$ cat config.mk
export PLATFORM = sky130hd
export DESIGN_NAME = instruction_fetcher
export DESIGN_NICKNAME = d
export VERILOG_FILES = /design/src/rtl/instruction_fetcher.sv
export SDC_FILE = /design/constraint.sdc
export NUM_CORES = 1
export LEC_CHECK = 0
export BUFFER_PORTS_ARGS = -buffer_cell sky130_fd_sc_hd__buf_2
export CAP_MARGIN = 20
export CORE_MARGIN = 2
export CORE_UTILIZATION = 40
export CTS_CLUSTER_SIZE = 25
export DETAILED_ROUTE_END_ITERATION = 6
export PLACE_DENSITY = 0.69
export SLEW_MARGIN = 20
export SYNTH_ARGS = -nofsm -noshare
export SYNTH_HDL_FRONTEND = slang
export SYNTH_SLANG_ARGS = --single-unit
$ cat constraint.sdc
create_clock -name clk_in -period 2.8 [get_ports clk_in]
set_input_delay 0.42 -clock clk_in [delete_from_list [all_inputs] [get_ports clk_in]]
set_output_delay 0.42 -clock clk_in [all_outputs]
set_load 0.01 [all_outputs]
$ cat src/rtl/instruction_fetcher.sv
// instruction_fetcher: fetch stage between the branch predictor and the
// instruction queue. It looks up pc_in in a direct-mapped, one-word-per-line
// instruction cache and refills misses through a req/done handshake with the
// memory controller.
// Build option: define ICACHE_EN to build the cache. With ICACHE_EN undefined,
// there is no cache storage, every lookup misses, and the refilled word is
// emitted directly from the memory response.
module instruction_fetcher #(
    parameter int ICACHE_LINES = 32
) (
    input  logic        clk_in,
    input  logic        rst_in,
    input  logic        rdy_in,
    input  logic [31:0] pc_in,
    input  logic        stop_fetching,
    input  logic        roll_back,
    input  logic        iq_full,
    output logic        mc_req,
    output logic [31:0] mc_addr,
    input  logic        mc_done,
    input  logic [31:0] mc_data,
    output logic        inst_valid,
    output logic [31:0] inst_out,
    output logic [31:0] inst_pc
);

    typedef enum logic [1:0] {
        ST_IDLE     = 2'd0,
        ST_WAIT_PC  = 2'd1,
        ST_WAIT_MEM = 2'd2,
        ST_DRAIN    = 2'd3
    } state_t;

    state_t      state_r;
    state_t      state_s;
    logic        mc_req_r;
    logic        mc_req_s;
    logic [31:0] mc_addr_r;
    logic [31:0] mc_addr_s;
    logic        inst_valid_r;
    logic        inst_valid_s;
    logic [31:0] inst_out_r;
    logic [31:0] inst_out_s;
    logic [31:0] inst_pc_r;
    logic [31:0] inst_pc_s;
    logic        fill_s;
    logic        hit_s;
    logic [31:0] hit_data_s;

`ifdef ICACHE_EN
    localparam int IDX   = $clog2(ICACHE_LINES);
    localparam int TAG_W = 30 - IDX;

    logic [ICACHE_LINES-1:0] line_vld_r;
    logic [TAG_W-1:0]        line_tag_r  [ICACHE_LINES];
    logic [31:0]             line_data_r [ICACHE_LINES];
    logic [IDX-1:0]          rd_idx_s;
    logic [IDX-1:0]          wr_idx_s;

    // Lookup uses the incoming pc; refills write the line of the outstanding request.
    assign rd_idx_s = pc_in[IDX+1:2];
    assign wr_idx_s = mc_addr_r[IDX+1:2];

    // Hit detection and read data for the current pc.
    always_comb begin
        hit_s      = line_vld_r[rd_idx_s] && (line_tag_r[rd_idx_s] == pc_in[31:IDX+2]);
        hit_data_s = line_data_r[rd_idx_s];
    end

    // Valid bits: cleared only by reset, set by each refill (memory is read-only).
    always_ff @(posedge clk_in or negedge rst_in) begin
        if (!rst_in) begin
            line_vld_r <= {ICACHE_LINES{1'b0}};
        end else if (rdy_in && fill_s) begin
            line_vld_r[wr_idx_s] <= 1'b1;
        end
    end

    // Tag and data storage; contents are meaningless until the valid bit is set.
    always_ff @(posedge clk_in) begin
        if (rdy_in && fill_s) begin
            line_tag_r[wr_idx_s]  <= mc_addr_r[31:IDX+2];
            line_data_r[wr_idx_s] <= mc_data;
        end
    end
`else
    localparam int unused_lines = ICACHE_LINES;
    logic unused_s;

    // No storage: every lookup misses and refills are not retained.
    assign hit_s      = 1'b0;
    assign hit_data_s = 32'd0;
    assign unused_s   = ^{fill_s, pc_in[1:0]};
`endif

    // Next-state and next-output logic; inst_valid is a single-cycle pulse.
    always_comb begin
        state_s      = state_r;
        mc_req_s     = mc_req_r;
        mc_addr_s    = mc_addr_r;
        inst_valid_s = 1'b0;
        inst_out_s   = inst_out_r;
        inst_pc_s    = inst_pc_r;
        fill_s       = 1'b0;
        case (state_r)
            ST_IDLE: begin
                if (roll_back || stop_fetching || iq_full) begin
                    state_s = ST_IDLE;
                end else if (hit_s) begin
                    inst_valid_s = 1'b1;
                    inst_out_s   = hit_data_s;
                    inst_pc_s    = pc_in;
                    state_s      = ST_WAIT_PC;
                end else begin
                    mc_req_s  = 1'b1;
                    mc_addr_s = {pc_in[31:2], 2'b00};
                    state_s   = ST_WAIT_MEM;
                end
            end
            ST_WAIT_PC: begin
                state_s = ST_IDLE;
            end
            ST_WAIT_MEM: begin
                if (mc_done) begin
                    fill_s   = 1'b1;
                    mc_req_s = 1'b0;
                    if (roll_back) begin
                        state_s = ST_IDLE;
                    end else begin
`ifdef ICACHE_EN
                        state_s = ST_IDLE;
`else
                        inst_valid_s = 1'b1;
                        inst_out_s   = mc_data;
                        inst_pc_s    = mc_addr_r;
                        state_s      = ST_WAIT_PC;
`endif
                    end
                end else if (roll_back) begin
                    // The memory read cannot be aborted; finish it silently.
                    state_s = ST_DRAIN;
                end else begin
                    state_s = ST_WAIT_MEM;
                end
            end
            ST_DRAIN: begin
                if (mc_done) begin
                    fill_s   = 1'b1;
                    mc_req_s = 1'b0;
                    state_s  = ST_IDLE;
                end else begin
                    state_s = ST_DRAIN;
                end
            end
            default: begin
                state_s  = ST_IDLE;
                mc_req_s = 1'b0;
            end
        endcase
    end

    // State and output registers; everything freezes while rdy_in is low.
    always_ff @(posedge clk_in or negedge rst_in) begin
        if (!rst_in) begin
            state_r      <= ST_IDLE;
            mc_req_r     <= 1'b0;
            mc_addr_r    <= 32'd0;
            inst_valid_r <= 1'b0;
            inst_out_r   <= 32'd0;
            inst_pc_r    <= 32'd0;
        end else if (rdy_in) begin
            state_r      <= state_s;
            mc_req_r     <= mc_req_s;
            mc_addr_r    <= mc_addr_s;
            inst_valid_r <= inst_valid_s;
            inst_out_r   <= inst_out_s;
            inst_pc_r    <= inst_pc_s;
        end
    end

    assign mc_req     = mc_req_r;
    assign mc_addr    = mc_addr_r;
    assign inst_valid = inst_valid_r;
    assign inst_out   = inst_out_r;
    assign inst_pc    = inst_pc_r;

endmodule

======== After elaboration in Yosys (flattened, before gate mapping) ========
Cells that the tools add are included.
word-level totals
  memory bits (read-only) ................. 0
  memory bits (writable) .................. 0
  input port bits ......................... 71
  flip-flop bits (word level) ............. 96
  memories kept ........................... 0
  output and inout bits ................... 98
  latch bits .............................. 0
cells by class
  eq/ne operators ......................... 5
  add/sub/neg operators ................... 0
  bitwise operators ....................... 2
  multipliers ............................. 0
  div/mod/pow operators ................... 0
  reductions and logical operators ........ 8
  multiplexer cells ....................... 12
  magnitude comparators ................... 0
  shifts and indexed selects .............. 0
operators with widths
  cell                  number
  $pmux W2 S4           1
  $reduce_and A4 Y1     2
  $mux W1               7
  $mux W2               3
  $eq A2 B2 Y1 const B  2
  $reduce_and A3 Y1     1
  $eq A2 B1 Y1 const B  1
  $logic_not A2 Y1      1
  $logic_or A1 B1 Y1    2
  $ne A2 B1 Y1 const B  1
  $ne A2 B2 Y1 const B  1
  $not A1 Y1            2
  $pmux W1 S2           1
  $reduce_bool A2 Y1    1
  $reduce_or A2 Y1      1

======== Longest topological paths before layout ========
  depth in word-level cells ............... 4
  mapped depth ............................ 5
  depth with buffers taken out ............ 5

======== Least setup slack after synthesis ========
OpenSTA, ideal clock, no wires.
  kind .................................... input to register
  from .................................... input rdy_in
  to ...................................... register inst_out_r[0] (netlist: inst_out[0])
  library setup time ...................... 0.125 ns
  buffers on the path ..................... 2
  cell stages on the path ................. 5
  arrival time ............................ 1.408 ns
  slack ................................... 1.267 ns
  cell sequence ........................... nand3_1 or3_1 buf_6 buf_12 mux2_4
between the ends
  longest elaborated chain between the ends .. 1
RTL lines
  what                                line  RTL
  from (decl)                         13    input logic rdy_in,
  $reduce_and A4 Y1 (no source line)  n/a
  to (signal assigned)                176   inst_out_r <= inst_out_s;
  to (decl)                           42    logic [31:0] inst_out_r;
No other way between the ends.
A chain may end at the register's enable or synchronous reset.

======== Worst setup path in the final report ========
  from .................................... register state_r[1]
  to ...................................... register mc_addr_r[12] (netlist: mc_addr[12])
between the ends
  longest elaborated chain between the ends .. 2
RTL lines
  what                                line  RTL
  from (decl)                         34    state_t state_r;
  from (signal assigned)              172   state_r <= state_s;
  $logic_not A2 Y1                    105   case (state_r)
  $reduce_and A3 Y1 (no source line)  n/a
  to (signal assigned)                174   mc_addr_r <= mc_addr_s;
  to (decl)                           38    logic [31:0] mc_addr_r;
No other way between the ends.

==> impl_metrics.toml <==
[outcome]
status = "completed"

[critical_path]
worstReg2RegEnd = "mc_addr[12]$_DFFE_PN0P_"
crit_required_ps = 3040
critPathArrivalTime_ps = 2230
reg2reg_depth = 4
cp_max_fo = 21
timing.rr.start = "state_r[1]$_DFFE_PN0P_"
worstSetupPathType = "flip-flop to flip-flop"
rrSetupSlack_ps = 810
cp-endpoint = "mc_addr[12]$_DFFE_PN0P_"
startpoint_type = "flip-flop"
startpoint = "state_r[1]$_DFFE_PN0P_"
endpoint_kind = "flip-flop"

[drt]
via_count = 2352
routed_wl_um = 7730
post_drt_wl_per_cell_um = 14.7
drt-pass1-iter-count = 3
ant_nets = 0
route.detailed.drc = 0
drt-initial-drc-count = 71
viasPerCell = 4.48

[layout]
drive_gt1_share_pct = 70.9
syn_to_final_growth_pct = 28.1
diodes = 0
fillers = 852
layout.nets = 459
final_cells = 525

[grt]
antenna_found_initial = 0
gr-total-overflow = 0
grt_pass1_vias = 2344
grt_pass1_wl_um = 11800
grt_max_degree = 50
gr-usage-all-layers_pct = 14.5

[logic_synthesis]
seq_area_frac_synth_pct = 60.8
yosysTopAreaCellShare_pct = 60.8
synth.area.top_cells = "dfrtp_1, mux2_4, mux2_2"
synth.largest_area_cell = "dfrtp_1"
netlist_instances = 221
yosysMostFrequentCell = "dfrtp_1"
synthFlopType = "dfrtp_1"
ys_warn_count = 0
ys_seq_elements = 96
synth.distinct_cells = 19
synth_common_cells = "dfrtp_1, mux2_4, mux2_2, buf_12, nand2_1"
synth_edf_count = 0
synth-async-reset-ratio_pct = 100
synth_area_um2 = 3950
syn_avg_cell_area_um2 = 17.9

[clocking]
worstSkewPairLatency_ps = 350
root_buffer = "clkbuf_8"
post_cts_buffers = 0
numCtsBuffers = 9
cts_tree = "yes"
clk_pin_slew_ps = 90
cts_max_level = 3
hold_buffers = 0
cts_num_sinks = 96
clk_path_buf_depth = 2
post_cts_resize_count = 0

[timing]
setup_violations = 0
rsz0062_at_grt = "false"
drv_slew = 0
hold_viol_final = 0
min_period_over_period_pct = 71.0
worst_pin_slew_ps = 621
fin_crit_ps = 1990
relSlewSlack_pct = 58.6
final.setup.tns_ps = 0
fin_worst_skew_ps = 10.8
max_freq_mhz = 503

[power_and_ir_drop]
p_sw_w = 0.00136
p_total_w = 0.00462
swShare_pct = 29.5
p_int_w = 0.00326
clock_power_share_pct = 22.0
ir_drop_mv = 0.408
p_leak_nw = 2.84
p_comb_share_pct = 31.9
pwr-share-seq_pct = 46.1
powerDensity_nw_per_um2 = 913

[die]
coreArea_um2 = 9680
die_w_um = 103
die_area_um2 = 10700
ios = 169
die-height_um = 103
start_util_pct = 40.8
fp-row-count = 36

[place]
port-buffer-count = 162
placedCellCount = 509
hpwl_um = 5460
gp_congestion = 0.721

[run]
cap_violations = 0

[worst_hold_path]
hold_path.class = "primary input to async pin"
-- worst max-delay path, cell delays in order (launching register included) --
cell	delay (ps)
dfrtp_1	440
nor4b_1	430
nand3_2	350
buf_4	350
mux2_2	300
-- metal layers --
metal  up-vias  share of wire [%]  GRT usage, %
met2        96                 47          22.3
li1       1092                  -             -
met1      1155                 44          19.1
met5         -                  0             0
met4         0                1.4          6.68
met3         9                7.2          3.83
-- worst min-delay path by stage --
stage	to	start	slack, ps
final	inst_out[6]$_DFFE_PN0P_	rst_in	70
after global routing	inst_out[30]$_DFFE_PN0P_	rst_in	110
after CTS	inst_out[6]$_DFFE_PN0P_	rst_in	80
after detailed placement	inst_out[6]$_DFFE_PN0P_	rst_in	470
after global placement	mc_req$_DFFE_PN0P_	mc_req$_DFFE_PN0P_	460
after floorplan	inst_out[0]$_DFFE_PN0P_	rst_in	120
-- registers in the layout (all words and copies together), names as in the netlist --
signal,count
state_r,2
inst_out,32
inst_pc,30
mc_addr,30
inst_valid,1
mc_req,1
-- layout make-up --
type                       count  area, um2  area share [%]
timing repair buffer         166        868            17.2
sequential                    96       2400            47.5
clock inverter                 6       92.6            1.83
multi-input combinational    112       1390            27.4
inverter                       2       7.51           0.148
tap                          133        166            3.29
clock buffer                  10        138            2.72
-- per-stage QoR --
step / worst slack [ps] / utilization, % / area [um2] / hold WS (ps)
finish: 811 / 52.3 / 5060 / 65.4
global route: 671 / 52.3 / 5060 / 109
CTS: 786 / 52.3 / 5060 / 83.1
detailed placement: 735 / 49.9 / 4830 / 475
global placement: 735 / 49.9 / 4830 / 460
floorplan: 1270 / - / 3960 / 124
-- power by group through the flow --
stage	combinational [W]	clock (W)	sequential (W)
global route	0.00160	0.00112	0.00219
floorplan	0.000627	0	0.00236
detailed placement	0.00150	0	0.00215
finish	0.00147	0.00102	0.00213
CTS	0.00150	0.00106	0.00213
global placement	0.00147	0	0.00213
-- logic make-up (layout without fill, tap and decap cells) --
family	Yosys count	after routing	share of synthesized area (%)
AOI/OAI and AO/OA	3	3	0.538
and+or+nand+nor	12	12	1.68
adders and majority gates	1	1	0.317
DFF	96	96	60.8
buffers and inverters	16	184	4.65
other	1	4	0.0949
muxes	92	92	31.9
-- cells in the final DEF, fill, tap and decap left out, drive strengths merged --
| cell type | netlist | layout |
|---|---|---|
| a41o | 1 | 1 |
| and2b | 1 | 1 |
| buf | 14 | 166 |
| bufinv | 0 | 2 |
| clkbuf | 0 | 10 |
| clkinv | 0 | 2 |
| clkinvlp | 0 | 2 |
| conb | 1 | 4 |
| dfrtp | 96 | 96 |
| ha | 1 | 1 |
| inv | 2 | 2 |
| mux2 | 92 | 92 |
| nand2 | 5 | 5 |
| nand3 | 2 | 2 |
| nor2b | 1 | 1 |
| nor3b | 1 | 1 |
| nor4b | 1 | 1 |
| o21ai | 2 | 2 |
| or3 | 1 | 1 |
Note: power is estimated with default switching activity, not from simulation.
